--- src/rtl/adder_serial_para.sv ---
// Word-serial N-bit adder/subtractor: W bits per cycle over K = N/W OP cycles,
// carry held in a register between chunks, start/ready/done_tick handshake.

module adder_serial_para_chunk #(
  parameter int W = 8
) (
  input  logic [W-1:0] x,
  input  logic [W-1:0] y,
  input  logic         ci,
  output logic [W-1:0] s,
  output logic         co
);
  assign {co, s} = {1'b0, x} + {1'b0, y} + {{W{1'b0}}, ci};
endmodule

module adder_serial_para #(
  parameter int N = 32,
  parameter int W = 8
) (
  input  logic         clk,
  input  logic         reset_n,
  input  logic         start,
  input  logic         sub,
  input  logic [N-1:0] a,
  input  logic [N-1:0] b,
  output logic         ready,
  output logic         done_tick,
  output logic [N-1:0] sum,
  output logic         cout,
  output logic         ovf
);
  localparam int K  = N / W;
  localparam int CW = (K > 1) ? $clog2(K) : 1;

  typedef enum logic [1:0] {IDLE, OP, DONE} state_t;

  state_t         state, state_nxt;
  logic [N-1:0]   a_reg, b_reg;
  logic [N-1:0]   a_sh, b_sh, sum_sh;
  logic           carry;
  logic [CW-1:0]  cnt;
  logic           a_msb, b_msb;
  logic [W-1:0]   s;
  logic           c;

  adder_serial_para_chunk #(.W(W)) u_chunk (
    .x  (a_reg[W-1:0]),
    .y  (b_reg[W-1:0]),
    .ci (carry),
    .s  (s),
    .co (c)
  );

  // Result enters from the top so after K chunks the LSB chunk sits at bit 0.
  if (W == N) begin : g_single
    assign sum_sh = s;
    assign a_sh   = '0;
    assign b_sh   = '0;
  end else begin : g_multi
    assign sum_sh = {s, sum[N-1:W]};
    assign a_sh   = {{W{1'b0}}, a_reg[N-1:W]};
    assign b_sh   = {{W{1'b0}}, b_reg[N-1:W]};
  end

  always_ff @(posedge clk or negedge reset_n) begin
    if (!reset_n) state <= IDLE;
    else          state <= state_nxt;
  end

  always_comb begin
    state_nxt = state;
    case (state)
      IDLE:    if (start) state_nxt = OP;
      OP:      if (cnt == '0) state_nxt = DONE;
      DONE:    state_nxt = IDLE;
      default: state_nxt = IDLE;
    endcase
  end

  always_comb begin
    ready     = 1'b0;
    done_tick = 1'b0;
    case (state)
      IDLE:    ready     = 1'b1;
      DONE:    done_tick = 1'b1;
      default: ;
    endcase
  end

  always_ff @(posedge clk or negedge reset_n) begin
    if (!reset_n) begin
      a_reg <= '0;
      b_reg <= '0;
      carry <= 1'b0;
      cnt   <= '0;
      a_msb <= 1'b0;
      b_msb <= 1'b0;
      sum   <= '0;
      cout  <= 1'b0;
      ovf   <= 1'b0;
    end else begin
      case (state)
        IDLE: if (start) begin
          // Subtraction is a + ~b + 1: invert b here, inject the +1 as carry-in.
          a_reg <= a;
          b_reg <= sub ? ~b : b;
          carry <= sub;
          cnt   <= CW'(K - 1);
          a_msb <= a[N-1];
          b_msb <= sub ? ~b[N-1] : b[N-1];
        end
        OP: begin
          sum   <= sum_sh;
          a_reg <= a_sh;
          b_reg <= b_sh;
          carry <= c;
          if (cnt == '0) begin
            cout <= c;
            ovf  <= (a_msb == b_msb) && (s[W-1] != a_msb);
          end else begin
            cnt <= cnt - 1'b1;
          end
        end
        default: ;
      endcase
    end
  end
endmodule

--- config.mk ---
export PLATFORM = sky130hd
export DESIGN_NAME = adder_serial_para
export DESIGN_NICKNAME = d
export VERILOG_FILES = /design/src/rtl/adder_serial_para.sv
export SDC_FILE = /design/constraint.sdc
export NUM_CORES = 1
export LEC_CHECK = 0
export ABC_AREA = 0
export BUFFER_PORTS_ARGS = -buffer_cell sky130_fd_sc_hd__buf_2
export CORE_UTILIZATION = 40
export CTS_BUF_LIST = sky130_fd_sc_hd__clkbuf_2 sky130_fd_sc_hd__clkbuf_4 sky130_fd_sc_hd__clkbuf_8
export CTS_CLUSTER_SIZE = 30
export DETAILED_ROUTE_END_ITERATION = 6
export GPL_ROUTABILITY_DRIVEN = 0
export GPL_TIMING_DRIVEN = 0
export PLACE_DENSITY = 0.7
export SLEW_MARGIN = 15
export SYNTH_ARGS = -nofsm -noshare
export SYNTH_HDL_FRONTEND = slang
export SYNTH_SLANG_ARGS = --single-unit
--- constraint.sdc ---
create_clock -name clk -period 2.38 [get_ports clk]
set_clock_uncertainty 0.1 [all_clocks]
set_input_delay 0.357 -clock clk [delete_from_list [all_inputs] [get_ports clk]]
set_output_delay 0.357 -clock clk [all_outputs]
set_load 0.02 [all_outputs]
==> run metrics, run 1 <==
status completed; Max Fclk 0.444 GHz; Worst slew margin 63.1%; Register-to-Register Path Depth 7; DIE AREA 13600 um2; Initial DRC Count 243; vias in the first global route 4363; unrepaired setup endpoints after global routing no; drt first pass iters 4; pwr/cell area 1210 nW/um2; Tmin final 2.25 ns; Mapped Nets 633; htree depth 3; critical path type flop to flop; DRT antenna net count 0; CP max FO 3; number of CTS-inserted buffers 9; Setup crit end kind flop; die width 117 um; Clock Path Buffers 2; IO buf count 102; Vias 4475; yosys warns 0; grt total ovfl 0; CP delay by family, top adder cells; Final Cycle Share 94.7%; # diodes 0; Mapped Cells 555; WP data arrival 2.41 ns; Avg Vias per Cell 5.28; Slowest-stage cell, CP fa_2; mapped cell area 5270 um2; Total Routing Usage GR 20.8%; layout filler cell count 1214; CTS tree yes; worst min-delay path category input port to flop; Critical R2R Launch carry; register area share after synthesis 49.9%; Final setup viols 0; Worst Hold Launch a[27]; drt wl/cell 15.8 um; Max VDD drop 0.525 mV; WL final 13400 um; Critical R2R Capture sum[30]; r2r setup slk 0.13 ns; clk_lat worst skew 0.38 ns; Setup TNS 0 ns; power consumption 0.00762 W; number of distinct library cells after synthesis 35; area delta synth->final 19.0%; IO Pins 104; global-route wire length before repair 21500 um; DP HPWL 9950 um; #FFs+latches synth 105; Die H 117 um; Worst-path clk slew 0.10 ns; largest net degree at the start of global routing 65; placed insts 830; WP buf/inv 0; std cell rows 41; Synth Flop Type dfrtp_1; WHS Path Cells 2; number of synthesized flops with an enable pin 0; max cap viols 0; Crit path largest cell delay 0.45 ns; final hold vios 0; Core Area 12700 um2; max-slew violations 0; initial antenna violation count 0; Hold Crit Endpoint a_reg[27]; Worst Setup Start Kind flop; Async SR Flop Fraction 100%; Final #Nets 749; Critical Path RT 2.54 ns; CP Cell Sequence fa_2, fa_2, a21o_1, a21o_1, a21oi_1, or4_1, nand3_1; DRC errors left 0; layout cells sized above 1 21.4%; static leakage 3.03 nW; syn avg cell area 9.49 um2; hold slack 0.0858 ns; Starting Density 41.4%; CTS sink count 105; Layout Cells excl Fill 848; clk root buf clkbuf_8; Tightest Pin Transition 0.554 ns
repair_timing:
action / 4_1_cts / 5_1_grt
pin swaps: 0 / 1
hold buffers: 1 / 0
endpoints found under the setup margin: 1 / 2
setup buffers: 0 / 1
hold endpoints to repair: 41 / 0
cloned: 0 / 0
resized for setup: 2 / 2
area by class of cell:
type / instances / area, um2 / area share, %
repair buffers: 105 / 562 / 8.96
inverters: 6 / 22.5 / 0.359
plain buffers: 42 / 180 / 2.87
multi-input cells: 402 / 2450 / 39.1
flip-flops and latches: 105 / 2630 / 41.9
clock inverters: 4 / 51.3 / 0.818
well taps: 172 / 215 / 3.43
clock buffers: 12 / 159 / 2.53
synthesized netlist by cell type, types with 8 or more instances:
library cell	instances	area share, %
o21ai_0	46	4.4
a22oi_1	48	6.8
xor2_1	33	5.5
ha_1	8	1.9
nor2b_1	52	6.2
dfrtp_1	105	50
a22o_1	15	2.5
clkbuf_1	24	1.7
nand2_1	92	6.6
a21oi_1	58	5.5
buf_2	15	1.4
o21ai_1	12	1.1
how the worst max path moves through the flow:
stage | startpoint | slack [ns] | cells past startpoint | to
2_1_floorplan | a_reg[0] | 0.20 | 7 | sum[30]
3_3_place_gp | reset_n | -0.29 | 1 | b_reg[26]
3_5_place_dp | a_reg[0] | 0.02 | 6 | ovf
4_1_cts | a_reg[0] | 0.08 | 6 | cout
5_1_grt | carry | 0.03 | 7 | sum[30]
6_report | carry | 0.13 | 7 | sum[30]
layout by cell type (no fill, tap or decap), types with 11 or more instances in the layout:
master | synthesis | layout
buf_2 | 15 | 116
clkbuf_1 | 24 | 24
a22o_1 | 15 | 15
a22oi_1 | 48 | 48
dfrtp_1 | 105 | 105
clkbuf_8 | 0 | 11
nand2_1 | 92 | 92
o21ai_1 | 12 | 11
o21ai_0 | 46 | 46
a21oi_1 | 58 | 58
nor2b_1 | 52 | 52
xor2_1 | 33 | 33
power breakdown:
group / internal, W / switching, W
sequential: 0.00248 / 0.000551
clock: 0.000556 / 0.000614
combinational: 0.00127 / 0.00214
metal layers:
| layer | part of all wire [%] | GRT usage (%) | vias to the layer above |
|---|---|---|---|
| li1 | - | - | 2161 |
| met1 | 44 | 25.4 | 2141 |
| met2 | 48 | 35.7 | 146 |
| met3 | 5.8 | 4.94 | 27 |
| met4 | 2.4 | 7.68 | 0 |
| met5 | 0 | 0 | - |
kinds of logic after synthesis:
logic type               after synthesis  share of synthesized area, %
multiplexers                           4                         0.807
AO/OA/AOI/OAI                        189                          21.9
AND/OR/NAND/NOR                      163                          14.9
flip-flops                           105                          49.9
buffers and inverters                 48                          3.85
XOR/XNOR                              36                          5.98
adder cells (fa/ha/maj)               10                          2.66
per-stage QoR:
step | cell area, um2 | setup slack [ns] | util (%)
2_1_floorplan | 5270 | 0.196 | -
3_3_place_gp | 5990 | -0.288 | 47.1
3_5_place_dp | 6030 | 0.0215 | 47.4
4_1_cts | 6260 | 0.0795 | 49.2
5_1_grt | 6270 | 0.0338 | 49.3
6_report | 6270 | 0.127 | 49.3
Note: power is estimated with default switching activity, not from simulation.
==> run 2, diff against run 1 <==
Settings changed: PLACE_DENSITY 0.7 to unset, SYNTH_HIERARCHICAL set to 1.
==> run 2 against run 1 <==
First-iteration DRC count is 30% lower. Critical endpoint is now cout. Highest routed layer unchanged. Largest cell class unchanged. Hold slack better by 0.014 ns. Non-clock buffer count is 6 lower.
==> run metrics, run 2 <==
die width 114 um; DRC errors left 0; global-route wire length before repair 18400 um; Core Area 12200 um2; Most common cell on crit path fa_2; WHS Path Cells 2; most frequent cells in the layout 127 x nand2_1, 114 x buf_2, 105 x dfrtp_1; CTS tree yes; Die H 114 um; static leakage 3.22 nW; Worst Hold Launch a[25]; top post-synthesis cells by count 127 x nand2_1, 105 x dfrtp_1, 33 x xor2_1; WP buf/inv 0; DIE AREA 13100 um2; Critical path origin b_reg[0]; Slowest-stage cell, CP fa_2; Final Cycle Share 97.8%; std cell rows 40; xor/xnor share of the synthesized area 6.42%; clk_lat worst skew 0.37 ns; largest net degree at the start of global routing 82; initial antenna violation count 0; critical path type flop to flop; Critical Path RT 2.54 ns; Setup crit end kind flop; status completed; Worst slew margin 71.3%; Clock Path Buffers 2; yosys warns 6; Worst Setup Start Kind flop; cell taking the most area after synthesis dfrtp_1; Yosys top cell area share 52.1%; number of synthesized flops with an enable pin 0; Critical R2R Launch b_reg[0]; DP HPWL 8430 um; pwr/cell area 1340 nW/um2; Tightest Pin Transition 0.431 ns; CP Depth 7; layout filler cell count 1145; mux cell area share after synthesis 5.63%; synth top area cells dfrtp_1 52%, nand2_1 9.4%, xor2_1 5.7%; WP data arrival 2.49 ns; Vias 3745; CP delay by family, top adder cells; Total Routing Usage GR 18.4%; number of CTS-inserted buffers 9; Initial DRC Count 171; max cap viols 0; Synth Flop Type dfrtp_1; Max VDD drop 0.520 mV; #FFs+latches synth 105; grt total ovfl 0; DRT antenna net count 0; IO Pins 104; Mapped Nets 550; drt wl/cell 14.8 um; WL final 11200 um; syn avg cell area 10.7 um2; mapped cell area 5050 um2; Final #Nets 667; largest family of logic cells by synthesized area simple AND/OR/NAND/NOR gates; drt first pass iters 4; Crit path largest cell delay 0.44 ns; commonest non-fill, non-tap cell in the layout nand2_1; layout cells sized above 1 26.8%; hold slack 0.0995 ns; Worst-path clk slew 0.09 ns; Final Util 49.7%; worst min-delay path category input port to flop; CTS sink count 105; CP max FO 3; clk root buf clkbuf_8; DP Area 5800 um2; # diodes 0; area delta synth->final 19.9%; CP Cell Sequence fa_2, fa_2, a21oi_1, nor2b_1, a31oi_2, o21ai_1, mux2_2; Register-to-Register Path Depth 7; Async SR Flop Fraction 100%; Tmin final 2.33 ns; simple-gate share of the synthesized area 15.7%; post-route cell area 6050 um2; IO buf count 102; adder-cell share of the synthesized area 2.78%; register area share after synthesis 52.1%; Final setup viols 0; htree depth 3; max-slew violations 0; Mapped Cells 472; Avg Vias per Cell 4.92; final hold vios 0; count leader, synth nand2_1; number of distinct library cells after synthesis 37; Synth Area in Compound Gates 12.7%; Starting Density 41.5%; Max Fclk 0.430 GHz; vias in the first global route 3828
## run 2: changes by cell type in the layout (fill, tap and decap cells not counted), sizes merged, moves of 13 or more
cell,change
clkbuf,-13
nor2b,-48
a21oi,-49
a221o,+25
and3b,+25
nand2,+35
o21ai,-31
mux2i,+23
a22oi,-46
## run 2: layer usage
layer	wire length, um	vias to the layer above	track usage [%]
met4	119	0	4.68
li1	-	1861	-
met1	5240	1794	23.3
met5	0	-	0
met2	5560	82	32.2
met3	334	8	3.44
## run 2: cell type report
cell class	count	area, um2	area share [%]
clock buffers	13	166	2.75
well taps	168	210	3.47
multi-input cells	328	2200	36.4
repair buffers	106	569	9.41
clock inverters	2	37.5	0.620
flip-flops and latches	105	2630	43.4
inverters	4	15.0	0.248
plain buffers	35	220	3.64
## run 2: worst paths after layout
path	endpoint	slack, ns
max	cout	0.05
min	a_reg[25]	0.1
max reg2reg	cout	0.05
min reg2reg	sum[7]	0.38
max in group asynchronous	cnt[0]	1.21
min in group asynchronous	b_reg[4]	0.30
## run 2: cell families after synthesis
logic type	count (synthesis)
buffers and inverters	39
flip-flops	105
AND/OR/NAND/NOR	167
adder cells (fa/ha/maj)	10
AO/OA/AOI/OAI	86
XOR/XNOR	37
multiplexers	28
## run 2: timing repair
action	in CTS	in global routing
endpoints found under the setup margin	3	4
pin swaps	1	2
setup buffers	1	1
endpoints found under the hold margin	24	0
hold buffers	1	0
gates resized for setup	2	4
## run 2: where the power goes
| group | internal (W) | switching, W |
|---|---|---|
| sequential | 0.00253 | 0.000490 |
| combinational | 0.00170 | 0.00224 |
| clock | 0.000563 | 0.000579 |
| total | 0.00478 | 0.00331 |
## run 2: stage by stage
stage	instances	TNS, ns	total power [W]	setup WS (ns)
finish	761	0	0.00809	0.0517
CTS	760	0	0.00809	0.00634
floorplan	472	0	0.00580	0.100
global placement	742	-29.93	0.00679	-0.291
detailed placement	743	-0.111	0.00693	-0.0813
global route	761	-0.000796	0.00877	-0.000796
==> run 3, diff against run 2 <==
Settings changed: ABC_AREA 0 to unset, CORE_MARGIN set to 4.
Clock period 2.38 ns to 2.8 ns, I/O delays scaled along.
==> run 3 against run 2 <==
Sequential share of layout area grew 0.25 points. Power shrank 16%. First-iteration DRC count grew 27%. Via count shrank 0.40%. Non-clock buffer count shrank 2. Cell count shrank 0.13%. Maximum frequency shrank 8.6%. Critical path depth is the same. Critical path type unchanged. Critical endpoint unchanged.
==> run metrics, run 3 (same netlist as run 2, synthesis figures left out) <==
# diodes 0; Max VDD drop 0.458 mV; layout cells sized above 1 25.8%; max-slew violations 0; Final setup viols 0; Worst slew margin 71.5%; htree depth 3; DRC errors left 0; Starting Density 41.5%; Avg Vias per Cell 4.91; IO Pins 104; initial antenna violation count 0; std cell rows 40; worst min-delay path category input port to flop; Register-to-Register Path Depth 7; post-CTS sizing 0; IO buf count 102; Final Util 49.5%; CTS tree yes; status completed; Core Area 12200 um2; layout filler cell count 1162; Die H 120 um; hold slack 0.159 ns; clk_lat worst skew 0.37 ns; Worst-path clk slew 0.10 ns; global-route wire length before repair 19400 um; CTS sink count 105; Critical Path RT 2.97 ns; Final #Nets 665; DIE AREA 14500 um2; WL final 11500 um; critical path type flop to flop; Setup crit end kind flop; grt total ovfl 0; Setup TNS 0 ns; Tmin final 2.55 ns; pwr/cell area 1120 nW/um2; max cap viols 0; area delta synth->final 19.2%; post-layout worst setup margin 0.252 ns; Worst Setup Start Kind flop; Max Fclk 0.392 GHz; WHS Path Cells 2; drt first pass iters 4; Clock Path Buffers 2; vias in the first global route 3887; Final Cycle Share 91.0%; Total Routing Usage GR 16.7%; Vias 3730; WP data arrival 2.72 ns; die width 120 um; Initial DRC Count 218; static leakage 3.22 nW; largest net degree at the start of global routing 83; final hold vios 0; DRT antenna net count 0; drt wl/cell 15.1 um; clk root buf clkbuf_8; Multi-input gate area 2180 um2; Tightest Pin Transition 0.428 ns; commonest non-fill, non-tap cell in the layout nand2_1; register area 2630 um2; CP max FO 3; most frequent cells in the layout 127 x nand2_1, 114 x buf_2, 105 x dfrtp_1; Place WS 0.289 ns; unrepaired setup endpoints after global routing no; number of CTS-inserted buffers 9; DP HPWL 8780 um
## run 3: worst paths after layout
| kind | slack (ns) | start | end |
|---|---|---|---|
| setup / recovery | 0.25 | b_reg[0] | cout |
| hold / removal | 0.16 | a[29] | a_reg[29] |
| setup reg to reg | 0.25 | b_reg[0] | cout |
| hold reg to reg | 0.38 | sum[4] | sum[4] |
| max in group asynchronous | 1.57 | reset_n | cnt[0] |
| min in group asynchronous | 0.36 | reset_n | b_reg[3] |
## run 3: through the flow
step                power [W]  cell area [um2]  instances
floorplan             0.00493             5050        472
global placement      0.00578             5770        742
detailed placement    0.00589             5800        743
CTS                   0.00686             6010        760
global route          0.00737             6010        760
finish                0.00676             6010        760
## run 3: where the power goes
| group | internal [W] | total, W | switching (W) |
|---|---|---|---|
| registers | 0.00215 | 0.00256 | 0.000411 |
| clock network | 0.000421 | 0.000958 | 0.000537 |
| logic | 0.00139 | 0.00325 | 0.00185 |
| total | 0.00396 | 0.00676 | 0.00280 |
## run 3: area by class of cell
| class | instances | area share, % |
|---|---|---|
| tap | 168 | 3.49 |
| timing repair buffer | 104 | 9.22 |
| buffer | 35 | 3.66 |
| clock inverter | 7 | 1.31 |
| multi-input combinational | 328 | 36.3 |
| sequential | 105 | 43.7 |
| clock buffer | 9 | 2.06 |
| inverter | 4 | 0.250 |
## run 3: worst max-delay path, cell delays in order (launching register included)
cell	delay [ns]
dfrtp_1	0.41
fa_1	0.50
fa_1	0.43
a21oi_1	0.18
nor2b_1	0.08
a31oi_1	0.26
o21ai_0	0.19
mux2_2	0.29
## run 3: per-layer routing
metal,global-route usage [%],vias to the layer above,share of wire (%)
met3,3.60,13,4.9
li1,-,1863,-
met5,0,-,0
met2,27.9,83,49
met4,4.67,0,1.4
met1,22.2,1771,45
## run 3: timing repair
item                      in CTS  in global routing
buffers inserted               0                  0
hold endpoints to repair      23                  0
hold buffers                   1                  0
